## config.mk

```make
export PLATFORM = sky130hd
export DESIGN_NAME = pipelined_shifter
export DESIGN_NICKNAME = d
export VERILOG_FILES = /design/src/rtl/pipelined_shifter.sv
export SDC_FILE = /design/constraint.sdc
export NUM_CORES = 1
export LEC_CHECK = 0
export BUFFER_PORTS_ARGS = -buffer_cell sky130_fd_sc_hd__buf_2
export CORE_MARGIN = 4
export CORE_UTILIZATION = 45
export CTS_CLUSTER_DIAMETER = 60
export DETAILED_ROUTE_END_ITERATION = 10
export PLACE_DENSITY = 0.71
export SETUP_SLACK_MARGIN = 0.1
export SYNTH_ARGS = -nofsm -noshare
export SYNTH_HDL_FRONTEND = slang
export SYNTH_SLANG_ARGS = --single-unit
```

## constraint.sdc

```tcl
create_clock -name clk -period 1.5 [get_ports clk]
set_clock_uncertainty 0.15 [all_clocks]
set_input_delay 0.3 -clock clk [delete_from_list [all_inputs] [get_ports clk]]
set_output_delay 0.3 -clock clk [all_outputs]
set_load 0.05 [all_outputs]
```

## src/rtl/pipelined_shifter.sv

```systemverilog
// pipelined_shifter: LOGWORD-stage barrel shifter with valid/ready handshake.
// Stage k applies the shift rank of distance 1<<(LOGWORD-1-k), MSB rank first.
// Optional feature macro: SHIFTER_STICKY_EN adds a sticky (OR of shifted-out
// bits) carried through the pipeline and the out_sticky port.
module pipelined_shifter #(
    parameter int LOGWORD = 5,
    localparam int WORD = 1 << LOGWORD
) (
    input  logic               clk,
    input  logic               rst_n,
    input  logic               in_valid,
    output logic               in_ready,
    input  logic [WORD-1:0]    in_value,
    input  logic [LOGWORD-1:0] in_amount,
    input  logic [1:0]         in_mode,
    output logic               out_valid,
    input  logic               out_ready,
    output logic [WORD-1:0]    out_value
`ifdef SHIFTER_STICKY_EN
    ,
    output logic               out_sticky
`endif
);

    localparam int LAST = LOGWORD - 1;

    typedef logic [WORD-1:0] word_t;

    // Stage registers
    logic [LAST:0]                     st_valid;
    logic [LAST:0][WORD-1:0]           st_value;
    logic [LAST:0][LOGWORD-1:0]        st_amount;
    logic [LAST:0][1:0]                st_mode;
    logic [LAST:0]                     st_sign;

    // Per-stage inputs (from in_* for stage 0, from the previous stage otherwise)
    logic [LAST:0]                     src_valid;
    logic [LAST:0][WORD-1:0]           src_value;
    logic [LAST:0][LOGWORD-1:0]        src_amount;
    logic [LAST:0][1:0]                src_mode;
    logic [LAST:0]                     src_sign;

    // Per-stage rank results and load enables
    logic [LAST:0][WORD-1:0]           nx_value;
    logic [LAST:0]                     can_load;

`ifdef SHIFTER_STICKY_EN
    logic [LAST:0]                     st_sticky;
    logic [LAST:0]                     src_sticky;
    logic [LAST:0]                     nx_sticky;
`endif

    // Control fields of the last stage and already-consumed amount bits are
    // not needed downstream; fold them into one sink so they read as used.
    logic unused_ctl;
    assign unused_ctl = ^{st_amount, st_mode, st_sign};

    // One rank of the shifter: shift v by d according to mode m.
    function automatic word_t rank_shift(word_t v, logic [1:0] m, logic s, int d);
        word_t r;
        case (m)
            2'b00:   r = v >> d;
            2'b01:   r = (v >> d) | ({WORD{s}} << (WORD - d));
            2'b10:   r = v << d;
            default: r = (v >> d) | (v << (WORD - d));
        endcase
        return r;
    endfunction

`ifdef SHIFTER_STICKY_EN
    // Bits that a right shift by d pushes off the bottom of v.
    function automatic logic rank_drop(word_t v, int d);
        return |(v & ((word_t'(1) << d) - word_t'(1)));
    endfunction
`endif

    // A stage may load when it is empty or its contents move on this cycle.
    always_comb begin
        can_load = '0;
        can_load[LAST] = !st_valid[LAST] || out_ready;
        for (int k = LAST - 1; k >= 0; k--) begin
            can_load[k] = !st_valid[k] || can_load[k+1];
        end
    end

    // Route each stage's source: stage 0 from the input port, others from k-1.
    always_comb begin
        src_valid     = '0;
        src_value     = '0;
        src_amount    = '0;
        src_mode      = '0;
        src_sign      = '0;
        src_valid[0]  = in_valid;
        src_value[0]  = in_value;
        src_amount[0] = in_amount;
        src_mode[0]   = in_mode;
        src_sign[0]   = in_value[WORD-1];
        for (int k = 1; k <= LAST; k++) begin
            src_valid[k]  = st_valid[k-1];
            src_value[k]  = st_value[k-1];
            src_amount[k] = st_amount[k-1];
            src_mode[k]   = st_mode[k-1];
            src_sign[k]   = st_sign[k-1];
        end
`ifdef SHIFTER_STICKY_EN
        src_sticky    = '0;
        for (int k = 1; k <= LAST; k++) begin
            src_sticky[k] = st_sticky[k-1];
        end
`endif
    end

    // Apply this stage's rank when its amount bit is set; otherwise pass through.
    always_comb begin
        nx_value = src_value;
`ifdef SHIFTER_STICKY_EN
        nx_sticky = src_sticky;
`endif
        for (int k = 0; k <= LAST; k++) begin
            if (src_amount[k][LAST-k]) begin
                nx_value[k] = rank_shift(src_value[k], src_mode[k], src_sign[k], 1 << (LAST - k));
`ifdef SHIFTER_STICKY_EN
                nx_sticky[k] = src_sticky[k] |
                               (!src_mode[k][1] && rank_drop(src_value[k], 1 << (LAST - k)));
`endif
            end
        end
    end

    // Pipeline registers: each stage loads from its source whenever it can.
    always_ff @(posedge clk or negedge rst_n) begin
        if (!rst_n) begin
            st_valid  <= '0;
            st_value  <= '0;
            st_amount <= '0;
            st_mode   <= '0;
            st_sign   <= '0;
`ifdef SHIFTER_STICKY_EN
            st_sticky <= '0;
`endif
        end else begin
            for (int k = 0; k <= LAST; k++) begin
                if (can_load[k]) begin
                    st_valid[k]  <= src_valid[k];
                    st_value[k]  <= nx_value[k];
                    st_amount[k] <= src_amount[k];
                    st_mode[k]   <= src_mode[k];
                    st_sign[k]   <= src_sign[k];
`ifdef SHIFTER_STICKY_EN
                    st_sticky[k] <= nx_sticky[k];
`endif
                end
            end
        end
    end

    assign in_ready  = can_load[0];
    assign out_valid = st_valid[LAST];
    assign out_value = st_value[LAST];
`ifdef SHIFTER_STICKY_EN
    assign out_sticky = st_sticky[LAST];
`endif

endmodule

```

==> reports/qor.csv <==
metric;value;unit
outcome;finished, violations left;
failing checks;setup timing;
Tcrit/Tclk final;1.26;
layout cells sized above 1;0.307;
Root Driver;clkbuf_16;
Final Cell Area;0.0141;sq mm
Final Hold Fails;0;
DR pass1 iterations;5;
HPWL after DPL;17900;um
GRT Residual Overflow;0;
Synth Area in Compound Gates;0.240;
flops & latches, synth;187;
YS warnings;0;
PD cells;1610;mW/mm^2
final WL;32400;um
first-pass GRT wire length;48400;um
final std cells w/o fill;1566;
Via Count;9638;
largest net degree at the start of global routing;65;
CP Capture Point;in_ready;
simple-gate share of the synthesized area;0.207;
die width;159;um
Nets;1316;
placed inst area;0.0114;sq mm
critical setup path kind;register to primary output;
Clock Sink Count;187;
xor/xnor share of the synthesized area;0;
Synth Area in Adders;0;
Synth Instances;1124;
RSZ-0062 raised after global routing;yes;
reg2reg end;src_value[83];
Port Buf Inserts;76;
# fillers;1640;
core area;0.0221;sq mm
post-placement cell count;1441;
synthesized net count;1167;
number of max-cap violations;0;
startpoint types;register;
r2r setup slk;-0.32;ns
Tmin final;1.89;ns
fmax;0.530;GHz
CTS Buf Count;17;
Rows;54;
die area;0.0253;sq mm
Bufs on Longest Clock Path;2;
Placer Congestion;0.830;
IO Count;77;
Rel. slew slack;0.631;
Area Overhead vs Synth;38.0;%
Worst-Margin Slew;0.553;ns
Total Routing Usage GR;0.232;
Clk pin slew, worst setup/hold paths;0.07;ns
CTS tree;yes;
average routed wire per standard cell;20.7;um
Crit path required time;1.05;ns
syn_area_per_cell;9.12;sq um
multiplexer area fraction after synthesis;0.0459;
Die Height;159;um
Data arrival, critical path;1.44;ns
drt drc;0;
mapped cell area;0.0103;sq mm
worst hold path type;primary input to register;
initial antenna violation count;0;
dpl ws;-0.201;ns
antenna diode count;0;
final setup violation count;182;
DRT iter0 DRCs;863;
main combinational cell family by area after synthesis;compound AO/OA/AOI/OAI gates;
Crit Path Max Fanout;2;
antenna-violating nets left;0;
Reg2Reg Launch Point;st_valid[4];
total leakage power;6.26;nW
FF-to-FF path depth;7;
setup ws final;-0.387;ns
Yosys cell types;32;
VDD IR max;0.000887;V
CP startpoint;st_valid[4];
sequential area share after synthesis;0.456;
Slew Viols, Final;0;
clock latency on the worst-skew pair;0.44;ns
vias in the first global route;9048;
Starting Density;0.464;
Via density;6.15;
Worst Setup End Kind;primary output;
H-tree depth;4;
==> per-stage QoR <==
step	hold WS (ns)	utilization	setup TNS (ns)	total power, mW
CTS	0.00893	0.615	-28.31	21.5
floorplan	-0.146	-	-12.79	12.9
global placement	0.0235	0.517	-5.67	15.1
global route	0.0262	0.640	-42.99	23.8
finish	0.00295	0.640	-35.29	22.8
detailed placement	0.0267	0.517	-6.95	15.3
==> metal layers <==
metal	global-route usage	part of all wire	vias up
met5	0	0	-
li1	-	-	4424
met2	0.399	0.51	421
met1	0.288	0.39	4681
met3	0.0357	0.055	112
met4	0.112	0.047	0
==> cells by family after synthesis <==
| logic type | count (synthesis) |
|---|---|
| flops | 187 |
| buf+inv | 121 |
| mux | 42 |
| compound gates | 400 |
| simple gates | 374 |
==> worst max-delay path: stages, from the launching register on <==
cell and delay (ns):
dfrtp_2 0.38, nand4b_1 0.13, buf_6 0.15, nor2_4 0.13
inv_4 0.05, buf_8 0.14
==> final cells by class <==
type,count,area [sq um],area share
clock inverter,14,110,0.00778
timing repair buffer,244,3010,0.213
multi-input combinational,816,5520,0.390
sequential,187,4680,0.331
clock buffer,18,439,0.0310
inverter,7,28.8,0.00203
tap,280,350,0.0248
==> cell usage in the layout (no fill, tap or decap), types with 14 or more instances in the layout <==
master	instances
a211oi_1	98
a31oi_1	45
and3b_1	100
buf_12	37
buf_16	14
buf_2	41
buf_4	78
buf_6	47
clkbuf_16	21
dfrtp_1	184
mux2_2	31
nand2_1	128
nand3_1	23
nand3_2	22
nor2_1	39
nor2b_1	33
o21ai_0	79
o21ai_1	129
o31ai_2	14
==> worst min path at each step <==
stage / end / slack (ns) / startpoint / cells past startpoint
6_report: src_value[46] / 0.003 / in_value[30] / 3
5_1_grt: src_value[46] / 0.03 / in_value[30] / 3
4_1_cts: st_sign[0] / 0.009 / in_value[31] / 2
3_5_place_dp: out_value[28] / 0.03 / rst_n / 1
3_3_place_gp: out_value[28] / 0.02 / rst_n / 1
2_1_floorplan: out_value[0] / -0.15 / rst_n / 0
==> state kept, by name, indices dropped and copies added, names as in the netlist <==
register	count
out_value	32
src_value	128
st_sign	4
st_valid	5
src_mode	8
src_amount	10
==> cell usage after synthesis, drive strengths merged <==
cell type,instances,area share
nand2,131,0.048
nand2b,10,0.0061
nand3,49,0.024
nor3,1,0.00049
mux2,40,0.044
inv,7,0.0026
nor2b,34,0.021
nand3b,3,0.0022
and3b,101,0.086
a221oi,1,0.00085
nand4b,1,0.00085
or2,1,0.00061
o21ai,216,0.11
o31ai,24,0.022
clkbuf,82,0.030
and4b,1,0.00098
o211a,2,0.0020
a31oi,47,0.029
mux2i,2,0.0020
dfrtp,187,0.46
nor2,40,0.015
and2,2,0.0015
buf,32,0.018
a211oi,110,0.081
==> power by group <==
part	leakage, nW	switching (mW)	internal [mW]
Clock	0.271	2.14	2.20
Combinational	3.75	5.29	4.63
Sequential	2.24	1.86	6.64
Total	6.26	9.29	13.5
==> repair_timing <==
action,in CTS,in global routing
setup buffers,29,30
pin swaps,21,37
gates cloned,23,5
hold buffers,7,0
endpoints found under the setup margin,180,219
resized for setup,207,118
endpoints found under the hold margin,193,0
Power figures use the tool's default switching activity.
